[config.mk]
export PLATFORM = sky130hd
export DESIGN_NAME = shake_absorb_padder
export DESIGN_NICKNAME = d
export VERILOG_FILES = /design/src/rtl/shake_absorb_padder.sv
export SDC_FILE = /design/constraint.sdc
export NUM_CORES = 2
export LEC_CHECK = 0
export ABC_AREA = 1
export CORE_AREA = 2 2 562 564
export CTS_BUF_LIST = sky130_fd_sc_hd__clkbuf_4 sky130_fd_sc_hd__clkbuf_8
export DETAILED_ROUTE_END_ITERATION = 8
export DIE_AREA = 0 0 564 566
export PLACE_DENSITY_LB_ADDON = 0.15
export SLEW_MARGIN = 20
export SYNTH_ARGS = -nofsm -noshare
export SYNTH_HDL_FRONTEND = slang
export SYNTH_SLANG_ARGS = --single-unit
[constraint.sdc]
create_clock -name clk -period 159.3 [get_ports clk]
set_clock_uncertainty 0.2 [all_clocks]
set_input_delay 47.79 -clock clk [delete_from_list [all_inputs] [get_ports clk]]
set_output_delay 47.79 -clock clk [all_outputs]
set_load 0.05 [all_outputs]
[src/rtl/shake_absorb_padder.sv]
// shake_absorb_padder: packs 64-bit message words into SHAKE128/SHAKE256 rate blocks,
// applies the SHAKE domain suffix (0x1F) and pad10*1 (0x80 on the last rate byte),
// and hands each block to the Keccak permutation core over a valid/ready handshake.
module shake_absorb_padder #(
    parameter int W        = 64,
    parameter int MAX_RATE = 1344
) (
    input  logic                clk,
    input  logic                rst,
    input  logic [1:0]          mode,
    input  logic                in_valid,
    output logic                in_ready,
    input  logic [W-1:0]        in_data,
    input  logic                in_last,
    input  logic [3:0]          in_bytes,
    output logic                blk_valid,
    input  logic                blk_ready,
    output logic [MAX_RATE-1:0] blk_data,
    output logic [10:0]         blk_rate,
    output logic                blk_last
);

    localparam logic [10:0] RATE_SHAKE128_VEC = 11'd1344;
    localparam logic [10:0] RATE_SHAKE256_VEC = 11'd1088;

    typedef enum logic [1:0] {
        IDLE = 2'd0,
        FILL = 2'd1,
        PAD  = 2'd2,
        OUT  = 2'd3
    } state_t;

    state_t              state;
    state_t              next_state;
    logic [4:0]          cnt;
    logic [MAX_RATE-1:0] buffer;
    logic                pend_pad;
    logic [7:0]          pad_pos;
    logic                is128;

    logic                accept;
    logic                blk_hs;
    logic [3:0]          nbytes;
    logic [W-1:0]        word_masked;
    logic [4:0]          last_idx;
    logic                full_last;
    logic [10:0]         wr_bit;
    logic [10:0]         pad_bit;
    logic [10:0]         end_bit;

    assign accept    = in_valid & in_ready;
    assign blk_hs    = blk_valid & blk_ready;
    assign last_idx  = is128 ? 5'd20 : 5'd16;
    assign nbytes    = !in_last ? 4'd8 : ((in_bytes > 4'd8) ? 4'd8 : in_bytes);
    assign full_last = in_last && (nbytes == 4'd8) && (cnt == last_idx);
    assign wr_bit    = {cnt, 6'b0};
    assign pad_bit   = {pad_pos, 3'b0};
    assign end_bit   = is128 ? (RATE_SHAKE128_VEC - 11'd8) : (RATE_SHAKE256_VEC - 11'd8);
    assign blk_data  = buffer;

    // Zero the bytes of the incoming word that lie beyond the end of the message.
    always_comb begin
        word_masked = '0;
        for (int i = 0; i < 8; i++) begin
            if (4'(i) < nbytes) begin
                word_masked[8*i +: 8] = in_data[8*i +: 8];
            end
        end
    end

    // State register.
    always_ff @(posedge clk or posedge rst) begin
        if (rst) begin
            state <= IDLE;
        end else begin
            state <= next_state;
        end
    end

    // Next-state logic: a block leaves for OUT when full, or via PAD when the message ends.
    always_comb begin
        next_state = state;
        case (state)
            IDLE: begin
                if (accept) begin
                    next_state = in_last ? PAD : FILL;
                end
            end
            FILL: begin
                if (accept) begin
                    if (in_last) begin
                        next_state = full_last ? OUT : PAD;
                    end else if (cnt == last_idx) begin
                        next_state = OUT;
                    end
                end
            end
            PAD: begin
                next_state = OUT;
            end
            OUT: begin
                if (blk_hs) begin
                    if (pend_pad) begin
                        next_state = PAD;
                    end else if (blk_last) begin
                        next_state = IDLE;
                    end else begin
                        next_state = FILL;
                    end
                end
            end
            default: next_state = IDLE;
        endcase
    end

    // Datapath: word packing, padding, registered handshake flags and block metadata.
    always_ff @(posedge clk or posedge rst) begin
        if (rst) begin
            cnt       <= '0;
            buffer    <= '0;
            pend_pad  <= 1'b0;
            pad_pos   <= '0;
            is128     <= 1'b0;
            in_ready  <= 1'b0;
            blk_valid <= 1'b0;
            blk_rate  <= '0;
            blk_last  <= 1'b0;
        end else begin
            in_ready  <= (next_state == IDLE) || (next_state == FILL);
            blk_valid <= (next_state == OUT);
            case (state)
                IDLE, FILL: begin
                    if (accept) begin
                        buffer[wr_bit +: 64] <= word_masked;
                        pad_pos              <= {cnt, 3'b0} + {4'b0, nbytes};
                        if (state == IDLE) begin
                            is128    <= (mode == 2'b10);
                            blk_rate <= (mode == 2'b10) ? RATE_SHAKE128_VEC : RATE_SHAKE256_VEC;
                        end
                        if (in_last) begin
                            cnt <= '0;
                            if (full_last) begin
                                pend_pad <= 1'b1;
                            end
                        end else if (cnt == last_idx) begin
                            cnt <= '0;
                        end else begin
                            cnt <= cnt + 5'd1;
                        end
                    end
                end
                PAD: begin
                    buffer[pad_bit +: 8] <= buffer[pad_bit +: 8] | 8'h1F;
                    buffer[end_bit +: 8] <= buffer[end_bit +: 8] | 8'h80;
                    if (pad_bit == end_bit) begin
                        buffer[end_bit +: 8] <= buffer[end_bit +: 8] | 8'h9F;
                    end
                    blk_last <= 1'b1;
                end
                OUT: begin
                    if (blk_hs) begin
                        buffer   <= '0;
                        blk_last <= 1'b0;
                        pend_pad <= 1'b0;
                        pad_pos  <= '0;
                        cnt      <= '0;
                    end
                end
                default: ;
            endcase
        end
    end

endmodule

==> metrics.cfg <==
[routing]
ant_nets = 0
vias = 94180
wire_per_inst_um = 36.38
dr.first_iter.drc_count = 13120
wl_mm = 618.6
vias_per_cell = 5.539
drt_pre_antenna_iters = 6
drc_errors = 0

[power]
ir_drop_uv = 35.03
p_switching_mw = 1.748
p_int_mw = 1.076
seqPwrFrac_pct = 20.7
comb_power_share_pct = 64.2
powerDensity_mw_per_mm2 = 27.21
power_mw = 2.824
leakagePower_nw = 45.51
switching_share_pct = 61.90
clock_power_share_pct = 15.1

[sta]
max_slew_margin_pct = 8.951
tightest_slew_ns = 1.361
finalSetupViolations = 0
hold_viol = 0
min_period_over_period_pct = 32.53
timing.hold.ws_ns = 0.3025
drv_slew = 0
max_freq_mhz = 19.30
period_minus_slack_ns = 51.82
rsz0062_at_grt = no
tns_ns = 0

[synthesis]
avgSynthCellArea_um2 = 6.899
synth-edff-count = 0
syn_area_mm2 = 0.07951
synth-seq-cells = 1365
ys.warnings.count = 0
synthXorXnorAreaFrac_pct = 0.07554
async_reset_ff_share_pct = 100.0
synthSimpleGateAreaFrac_pct = 23.19
seq_area_frac_synth_pct = 42.96
synth_top_family_by_area = compound AO/OA/AOI/OAI gates
syn_inst = 11520
synth_compound_area_share_pct = 25.09
synth_cell_types = 53
synth-adder-area-share_pct = 0.1416
synthMuxAreaShare_pct = 0
synth_flop_cell = dfrtp_1

[worst_setup_path]
path_class = primary input to flop
critPathSlowestCell = nor2_1
startpoint_type = primary input
cp-end-kind = flop
critPathTopFamily = simple AND/OR/NAND/NOR gates
r2r_slack_ns = 152.04
worstPathArrival_ns = 52.66
crit_path_max_fanout = 8
crit_start = in_bytes[1]
worstReg2RegStart = pad_pos[0]$_DFFE_PP0P_
path_cells = clkdlybuf4s50_1, nand2_1, o21ai_1, nand2_1, nor2_1, nand3_1, nor2_1, nand2_1, nor2_1, o21ai_0, nand2_1
cp_num_buf_inv = 1
path_depth = 11
crit_top_cell = nand2_1
r2r.worst_path.cells = 18
cp.required_ns = 160.14
critPathMaxStageDelay_ns = 1.12

[place]
port_buffers = 1424
dp_hpwl_mm = 460.4
dpl_cell_area_mm2 = 0.09753
routabilityCongestion = 0.9810

[clocking]
root_buffer = clkbuf_8
cts.sinks = 1365
cts_resized = 0
cts_setup_buffers = 0
clockBufferDepth = 4
cts_tree = yes
cts_made_buffers = 289
ctsHoldBuffers = 0
path_clk_slew_ns = 0.06
h-tree-depth = 5
clock_latency_ns = 1.13

[outcome]
status = complete, no violations

[cells_and_area]
layout_common_cells = nor2_1 (2062), o21ai_0 (1817), nand2_1 (1769), a21oi_1 (1653), clkdlybuf4s50_1 (1422)
syn2layout_area_growth_pct = 30.54
fin_area_mm2 = 0.1038
fillCellCount = 34370
final_common_cell = nor2_1
drive_above_1_share_pct = 7.204
final_util_pct = 33.11
fin_nets = 12680

[global_routing]
antenna_found_initial = 55
grt_overflow = 0
grt_pass1_vias = 87350
grt_max_degree = 128
grtUsageTotal_pct = 37.22
grt_pass1_wl_mm = 815.8

[die]
dieArea_mm2 = 0.3192
die_h_um = 566
start_util_pct = 25.37
dieWidth_um = 564
core_area_mm2 = 0.3134
ioPinCount = 1433
rows = 206

[min_path]
min_path_type = flop to flop
min_delay_path_depth = 2

[run]
cap_violations = 0

[per-layer routing]
layer | global-route usage (%) | routed length (µm) | vias up
met5 | 0 | 262 | -
met4 | 23.35 | 45750 | 40
met3 | 13.93 | 74000 | 1103
met2 | 55.07 | 262800 | 5901
met1 | 45.35 | 235800 | 46650
li1 | - | - | 40480
[cells in the mapped netlist, types with 20 or more instances]
master / n / area [µm²]
buf_4: 20 / 150.1
nor4_1: 31 / 193.9
nor2_1: 2069 / 7766
nand2_1: 1778 / 6674
buf_2: 229 / 1146
nor2_2: 23 / 143.9
o211ai_1: 71 / 533.0
buf_1: 78 / 292.8
a31oi_1: 161 / 1007
o21ai_0: 1817 / 9094
nor3_1: 98 / 490.5
o21ai_1: 31 / 155.2
a21oi_1: 1660 / 8308
clkbuf_1: 556 / 2087
inv_1: 733 / 2751
dfrtp_1: 1365 / 34160
nand3_1: 565 / 2828
inv_2: 44 / 165.2
o21a_1: 54 / 405.4
[worst reg2reg max path: cells and delay by family, from the launching register on]
kind,cells,cell delay [ns]
flops,1,0.69
buf+inv,6,2.07
compound gates,1,0.27
simple gates,10,3.59
fa+ha+maj,1,0.35
[worst min path at each step]
stage | endpoint | slack, ns
after floorplan | pend_pad$_DFFE_PP0P_ | 0.29
after global placement | blk_rate[6]$_DFFE_PP0P_ | 0.29
after detailed placement | flop | 0.29
after CTS | flop | 0.31
after global routing | flop | 0.33
final | flop | 0.30
[power by group through the flow]
stage               Combinational [mW]  Sequential [mW]  Clock [mW]
floorplan                        0.616            0.904           0
CTS                               1.78            0.579       0.429
global placement                  1.77            0.583           0
detailed placement                1.77            0.582           0
global route                      1.86            0.594       0.444
finish                            1.81            0.585       0.426
[per-stage QoR]
| stage | setup slack (ns) | std cells |
|---|---|---|
| after floorplan | 72.83 | 11530 |
| after global placement | 106.78 | 16460 |
| after detailed placement | 106.72 | 16470 |
| after CTS | 107.87 | 16970 |
| after global routing | 107.62 | 16990 |
| final | 107.48 | 17000 |
[logic make-up (layout without fill, tap and decap cells)]
family                   Yosys count  in the layout
AO/OA/AOI/OAI                   3853           3853
adder cells (fa/ha/maj)            9              9
AND/OR/NAND/NOR                 4601           4601
XOR/XNOR                           6              6
buffers and inverters           1689           2971
other                              1             38
flip-flops                      1365           1365
[final cells by class]
cell class	count	area, µm²	share of cell area, %
Tap cell	4160	5205	5.015
Clock buffer	464	5742	5.532
Sequential cell	1365	34170	32.92
Timing Repair Buffer	1672	16160	15.57
Inverter	794	3018	2.908
Clock inverter	41	426.7	0.4111
Multi-Input combinational cell	8477	38990	37.57
Antenna cell	30	75.07	0.07233
No activity file was read; power rests on OpenSTA's default activity.
